--- src/rtl/ahb_pkg.sv ---
// ahb_pkg: shared AHB-Lite encodings and the SRAM slave FSM state set.
// Imported by the slave RTL and by the bus master side.
package ahb_pkg;

    typedef enum logic [1:0] {
        HTRANS_IDLE   = 2'b00,
        HTRANS_BUSY   = 2'b01,
        HTRANS_NONSEQ = 2'b10,
        HTRANS_SEQ    = 2'b11
    } htrans_e;

    typedef enum logic [1:0] {
        HRESP_OKAY  = 2'b00,
        HRESP_ERROR = 2'b01
    } hresp_e;

    typedef enum logic [2:0] {
        HSIZE_BYTE  = 3'b000,
        HSIZE_HALF  = 3'b001,
        HSIZE_WORD  = 3'b010,
        HSIZE_DWORD = 3'b011
    } hsize_e;

    typedef enum logic [2:0] {
        HBURST_SINGLE = 3'b000,
        HBURST_INCR   = 3'b001,
        HBURST_WRAP4  = 3'b010,
        HBURST_INCR4  = 3'b011,
        HBURST_WRAP8  = 3'b100,
        HBURST_INCR8  = 3'b101,
        HBURST_WRAP16 = 3'b110,
        HBURST_INCR16 = 3'b111
    } hburst_e;

    typedef enum logic [2:0] {
        ST_IDLE,
        ST_WAIT,
        ST_DATA,
        ST_ERR1,
        ST_ERR2
    } slave_state_e;

endpackage

--- src/rtl/ahb_slave_mem.sv ---
// ahb_slave_mem: single-port 32-bit word RAM, asynchronous read,
// synchronous write when we is high. Contents are never reset.
//   clk   - write clock
//   we    - write enable
//   addr  - word address
//   wdata - write data
//   rdata - combinational read data at addr
module ahb_slave_mem #(
    parameter int unsigned MEM_WORDS = 64
) (
    input  logic                                           clk,
    input  logic                                           we,
    input  logic [((MEM_WORDS > 1) ? $clog2(MEM_WORDS) : 1)-1:0] addr,
    input  logic [31:0]                                    wdata,
    output logic [31:0]                                    rdata
);

    logic [31:0] mem [MEM_WORDS];

    always_ff @(posedge clk) begin
        if (we) begin
            mem[addr] <= wdata;
        end
    end

    assign rdata = mem[addr];

endmodule

--- src/rtl/ahb_sram_slave.sv ---
// ahb_sram_slave: AHB-Lite slave backed by a word SRAM, with a
// configurable number of wait states per OKAY data phase and a two-cycle
// ERROR response for bad size, misalignment or out-of-range addresses.
//   HCLK/HRESET           - clock, synchronous active-low reset
//   HSEL, HADDR, HTRANS,
//   HWRITE, HSIZE, HBURST - address-phase inputs (HBURST ignored)
//   HWDATA                - write data in the data phase
//   HREADY                - bus ready, completes the previous data phase
//   HRDATA, HREADYOUT,
//   HRESP                 - data-phase responses
module ahb_sram_slave
    import ahb_pkg::*;
#(
    parameter int unsigned MEM_WORDS   = 64,
    parameter int unsigned WAIT_STATES = 1
) (
    input  logic        HCLK,
    input  logic        HRESET,
    input  logic        HSEL,
    input  logic [31:0] HADDR,
    input  logic [1:0]  HTRANS,
    input  logic        HWRITE,
    input  logic [2:0]  HSIZE,
    input  logic [2:0]  HBURST,
    input  logic [31:0] HWDATA,
    input  logic        HREADY,
    output logic [31:0] HRDATA,
    output logic        HREADYOUT,
    output logic [1:0]  HRESP
);

    localparam int unsigned AW = (MEM_WORDS > 1) ? $clog2(MEM_WORDS) : 1;

    slave_state_e  state, state_nxt;
    logic [3:0]    cnt, cnt_nxt;
    logic [AW-1:0] addr_q;
    logic          write_q;
    logic          accept;
    logic          addr_err;
    logic          load;
    logic          mem_we;
    logic [31:0]   mem_rdata;
    slave_state_e  accept_state;

    // Burst type and the low HTRANS bit play no part in decode.
    logic unused_bits;
    assign unused_bits = ^{HBURST, HTRANS[0]};

    assign accept   = HSEL & HREADY & HTRANS[1];
    assign addr_err = (HSIZE != HSIZE_WORD) ||
                      (HADDR[1:0] != 2'b00) ||
                      ({2'b00, HADDR[31:2]} >= 32'(MEM_WORDS));

    always_comb begin
        if (addr_err) begin
            accept_state = ST_ERR1;
        end else if (WAIT_STATES == 0) begin
            accept_state = ST_DATA;
        end else begin
            accept_state = ST_WAIT;
        end
    end

    always_comb begin
        state_nxt = state;
        cnt_nxt   = cnt;
        HREADYOUT = 1'b1;
        HRESP     = HRESP_OKAY;
        HRDATA    = '0;
        mem_we    = 1'b0;
        load      = 1'b0;
        case (state)
            ST_IDLE: begin
                load      = accept;
                state_nxt = accept ? accept_state : ST_IDLE;
            end
            ST_WAIT: begin
                HREADYOUT = 1'b0;
                cnt_nxt   = cnt - 4'd1;
                if (cnt == 4'd1) begin
                    state_nxt = ST_DATA;
                end
            end
            ST_DATA: begin
                // Write lands at the end of this cycle, so a pipelined read of
                // the same word in the next data phase sees it via async read.
                if (write_q) begin
                    mem_we = 1'b1;
                end else begin
                    HRDATA = mem_rdata;
                end
                load      = accept;
                state_nxt = accept ? accept_state : ST_IDLE;
            end
            ST_ERR1: begin
                HREADYOUT = 1'b0;
                HRESP     = HRESP_ERROR;
                state_nxt = ST_ERR2;
            end
            ST_ERR2: begin
                HRESP     = HRESP_ERROR;
                load      = accept;
                state_nxt = accept ? accept_state : ST_IDLE;
            end
            default: begin
                state_nxt = ST_IDLE;
            end
        endcase
        if (load && !addr_err) begin
            cnt_nxt = 4'(WAIT_STATES);
        end
    end

    always_ff @(posedge HCLK) begin
        if (!HRESET) begin
            state   <= ST_IDLE;
            cnt     <= '0;
            addr_q  <= '0;
            write_q <= 1'b0;
        end else begin
            state <= state_nxt;
            cnt   <= cnt_nxt;
            if (load) begin
                addr_q  <= HADDR[AW+1:2];
                write_q <= HWRITE;
            end
        end
    end

    ahb_slave_mem #(
        .MEM_WORDS(MEM_WORDS)
    ) u_mem (
        .clk  (HCLK),
        .we   (mem_we),
        .addr (addr_q),
        .wdata(HWDATA),
        .rdata(mem_rdata)
    );

endmodule

--- config.mk ---
export PLATFORM = sky130hd
export DESIGN_NAME = ahb_sram_slave
export DESIGN_NICKNAME = d
export VERILOG_FILES = /design/src/rtl/ahb_pkg.sv /design/src/rtl/ahb_slave_mem.sv /design/src/rtl/ahb_sram_slave.sv
export SDC_FILE = /design/constraint.sdc
export NUM_CORES = 2
export LEC_CHECK = 0
export ABC_AREA = 1
export CAP_MARGIN = 40
export CELL_PAD_IN_SITES_DETAIL_PLACEMENT = 0
export CELL_PAD_IN_SITES_GLOBAL_PLACEMENT = 2
export CORE_MARGIN = 2
export CORE_UTILIZATION = 45
export DETAILED_ROUTE_END_ITERATION = 8
export GPL_TIMING_DRIVEN = 0
export PLACE_DENSITY = 0.95
export SYNTH_ARGS = -nofsm -noshare
export SYNTH_HDL_FRONTEND = slang
export SYNTH_HIERARCHICAL = 1
export SYNTH_SLANG_ARGS = --single-unit
--- constraint.sdc ---
create_clock -name HCLK -period 8.8 [get_ports HCLK]
set_input_delay 1.32 -clock HCLK [delete_from_list [all_inputs] [get_ports HCLK]]
set_output_delay 1.32 -clock HCLK [all_outputs]
set_load 0.1 [all_outputs]
==> results.sh <==
export IMPL_outcome="finished clean"
export IMPL_final_setup_viol_count=0
export IMPL_instances_no_fill=11800
export IMPL_netlist_top_cells_area="sky130_fd_sc_hd__edfxtp_1 71%, sky130_fd_sc_hd__nand2_1 25%, sky130_fd_sc_hd__buf_2 1.4%, sky130_fd_sc_hd__nor2_1 0.86%, sky130_fd_sc_hd__clkbuf_1 0.60%"
export IMPL_grt_antenna_before_repair=25
export IMPL_int_power_mw=16.0
export IMPL_grt_max_degree=65
export IMPL_ctsHtreeMaxLevel=4
export IMPL_worst_r2r_setup_slack_ns=4.89
export IMPL_cts_num_sinks=2062
export IMPL_dr_pass1_iters=6
export IMPL_final_cell_area_sq_mm=0.101
export IMPL_cts_hold_buffers_added=0
export IMPL_placeableCoreArea_sq_mm=0.192
export IMPL_numCtsBuffers=212
export IMPL_clock_skew_ns=0.0377
export IMPL_cts_repair_timing_setup_buffer_count=0
export IMPL_post_cts_resized=0
export IMPL_die_area_sq_mm=0.197
export IMPL_worst_path_max_fanout=10
export IMPL_sequential_cell_fraction_of_total_power_pct=51.5
export IMPL_hold_path_class="flip-flop to flip-flop"
export IMPL_combPwrFrac_pct=7.6
export IMPL_final_min_clock_period_ns=6.69
export IMPL_final_hold_violation_count=0
export IMPL_number_of_flops_mapped_to_enable_cells_by_yosys=2048
export IMPL_wire_per_inst_um=23.5
export IMPL_remaining_drc_errors=0
export IMPL_crit_path_cell_trace="buf_2 -> inv_2 -> buf_2 -> clkbuf_1 -> nand2_1 -> nand2_1 -> nand2_1 -> nand2_1 -> nand2_1 -> nand2_1 -> nor2_1 -> nand2_1 -> nand2_1 -> nor2_1 -> clkdlybuf4s50_1 -> buf_8"
export IMPL_port_buffers=105
export IMPL_synth_fp_nets=8687
export IMPL_actual_transition_at_the_worst_max_transition_pin_ns=1.04
export IMPL_synth_commonest_cells="5,778 x sky130_fd_sc_hd__nand2_1, 2,048 x sky130_fd_sc_hd__edfxtp_1, 247 x sky130_fd_sc_hd__buf_2"
export IMPL_critical_path_top_cell_by_count="sky130_fd_sc_hd__nand2_1"
export IMPL_cell_leakage_power_nw=41.8
export IMPL_synth_area_sq_mm=0.0870
export IMPL_power_switching_share_pct=23.7
export IMPL_std_cell_rows=161
export IMPL_end_kind="output port"
export IMPL_timing_critical_path_slowest_cell_delay_ns=0.69
export IMPL_clock_latency_ns=0.85
export IMPL_initial_utilization_pct=45.2
export IMPL_fin_crit_sh_pct=76.0
export IMPL_utilization_pct=52.6
export IMPL_grt_setup_unrepaired="no"
export IMPL_detailedRoute_firstIterationViolations=6658
export IMPL_gr_total_overflow=0
export IMPL_yosysMostFrequentCell="sky130_fd_sc_hd__nand2_1"
export IMPL_clkTransAtPathRegs_ns=0.06
export IMPL_io_pins=112
export IMPL_yosysWarnings=6
export IMPL_clk_root_buffer_cell="sky130_fd_sc_hd__clkbuf_16"
export IMPL_setup_worst_path_start_class="flip-flop"
export IMPL_slew_headroom_pct=30.7
export IMPL_share_of_the_synthesized_area_in_the_top_cell_type_pct=70.7
export IMPL_fmax_mhz=150
export IMPL_timing_max_cap_violations=0
export IMPL_final_max_slew_violation_count=0
export IMPL_synth_top_cell_by_area="sky130_fd_sc_hd__edfxtp_1"
export IMPL_ir_worst_vdd_mv=0.156
export IMPL_netlist_cell_type_count=36
export IMPL_synth_ff_type="sky130_fd_sc_hd__edfxtp_1"
export IMPL_max_clock_path_buffers=3
export IMPL_post_drt_via_cell_ratio=5.21
export IMPL_fp_dieH_um=444
export IMPL_crit_required_ns=7.48
export IMPL_postRouteAntennaNets=0
export IMPL_p_switching_mw=4.98
export IMPL_fill_cells=16900
export IMPL_sequential_area_share_after_synthesis_pct=71.0
export IMPL_syn2layout_area_growth_pct=16.4
export IMPL_dp_final_hpwl_um=197000
export IMPL_placedCellCount=11400
export IMPL_total_placed_instance_area_sq_mm=0.0946
export IMPL_fin_tns_setup_ns=0
export IMPL_grt_pass1_vias=58100
export IMPL_drt_total_wl_um=277000
export IMPL_slowest_stage="sky130_fd_sc_hd__buf_2"
export IMPL_syn_area_per_cell_sq_um=10.1
export IMPL_p_clk_share_pct=40.9
export IMPL_worst_setup_path_category="flip-flop to output port"
export IMPL_ys_async_sr_fraction_pct=0
export IMPL_worst_ep_arrival_time_ns=5.37
export IMPL_layout_drive_gt1_share_pct=9.14
export IMPL_route_vias_total=61500
export IMPL_chipWidth_um=444
export IMPL_power_density_cell_area_mw_per_mm2=207
export IMPL_track_usage_pct=27.9
export IMPL_layout_nets=9171
export IMPL_globalplace_congestion=0.936
export IMPL_synth_seq_cells=2062
export IMPL_cts_tree="built"
export IMPL_syn_inst=8608
export IMPL_global_route_wire_length_before_repair_um=396000
-- cell families (layout without fill, tap and decap cells) --
family / Yosys count / after routing / synth area share [%]
flops: 2062 / 2062 / 71.0
other cells: 1 / 8 / 0.00431
compound gates: 26 / 26 / 0.173
xor+xnor: 3 / 3 / 0.0389
fa+ha+maj: 2 / 2 / 0.0288
simple gates: 6023 / 6023 / 26.2
buf+inv: 491 / 1150 / 2.57
-- worst max-delay path: cells and delay by family (launching register included) --
family / cells / cell delay, ns
buf+inv: 6 / 2.57
simple gates: 10 / 1.60
flops: 1 / 0.31
-- state kept, by name, summed over array words and instances (netlist names) --
register / cells
addr_q: 6
cnt: 4
state: 3
u_mem/mem: 2048
write_q: 1
-- metal layers --
metal | part of all wire [%] | global-route usage (%) | up-vias
li1 | - | - | 28800
met1 | 40 | 37.3 | 29600
met2 | 46 | 44.0 | 2574
met3 | 8.5 | 4.83 | 538
met4 | 5.8 | 14.5 | 2
met5 | 0.0047 | 0 | -
-- area by class of cell --
type / count / area (sq um) / share of cell area, %
Clock inverter: 126 / 947 / 0.936
Multi-Input combinational cell: 6055 / 23400 / 23.2
Clock buffer: 263 / 5580 / 5.52
Sequential cell: 2062 / 61800 / 61.0
Antenna cell: 7 / 17.5 / 0.0173
Timing Repair Buffer: 270 / 4040 / 4.00
Buffer: 430 / 2010 / 1.98
Tap cell: 2526 / 3160 / 3.12
Inverter: 61 / 231 / 0.229
-- placed cells by master (no fill, tap or decap), types with 44 or more instances in the layout --
master                               n
sky130_fd_sc_hd__buf_4              51
sky130_fd_sc_hd__inv_1              44
sky130_fd_sc_hd__clkbuf_1          183
sky130_fd_sc_hd__buf_12             56
sky130_fd_sc_hd__nand2_1          5778
sky130_fd_sc_hd__edfxtp_1         2048
sky130_fd_sc_hd__buf_2             260
sky130_fd_sc_hd__clkinv_1           64
sky130_fd_sc_hd__nor2_4             63
sky130_fd_sc_hd__clkdlybuf4s50_1    73
sky130_fd_sc_hd__clkbuf_16         216
sky130_fd_sc_hd__nor2_1            138
-- power by group through the flow --
stage                     Clock [mW]  Sequential, mW  Combinational, mW
after global placement             0            11.0               1.49
after CTS                       8.67            10.8               1.57
after detailed placement           0            11.0               1.57
after floorplan                    0            11.0              0.746
final                           8.58            10.8               1.60
after global routing            9.05            10.8               1.72
-- stage by stage --
stage | setup WS (ns) | power [mW] | hold slack [ns]
floorplan | 4.06 | 11.8 | 0.449
global placement | 0.876 | 12.5 | 0.470
detailed placement | 3.01 | 12.6 | 0.471
CTS | 2.09 | 21.0 | 0.484
global route | 2.05 | 21.6 | 0.517
finish | 2.11 | 21.0 | 0.482
-- final timing paths --
path	start	depth (start not counted)	end
min reg2reg	addr_q[1]$_SDFFE_PN0P_	2	addr_q[1]$_SDFFE_PN0P_
min	addr_q[1]$_SDFFE_PN0P_	2	addr_q[1]$_SDFFE_PN0P_
max reg2reg	addr_q[1]$_SDFFE_PN0P_	8	u_mem/mem[60][16]$_DFFE_PP_
max	addr_q[1]$_SDFFE_PN0P_	16	HRDATA[16]
(Power assumes the default switching activity.)
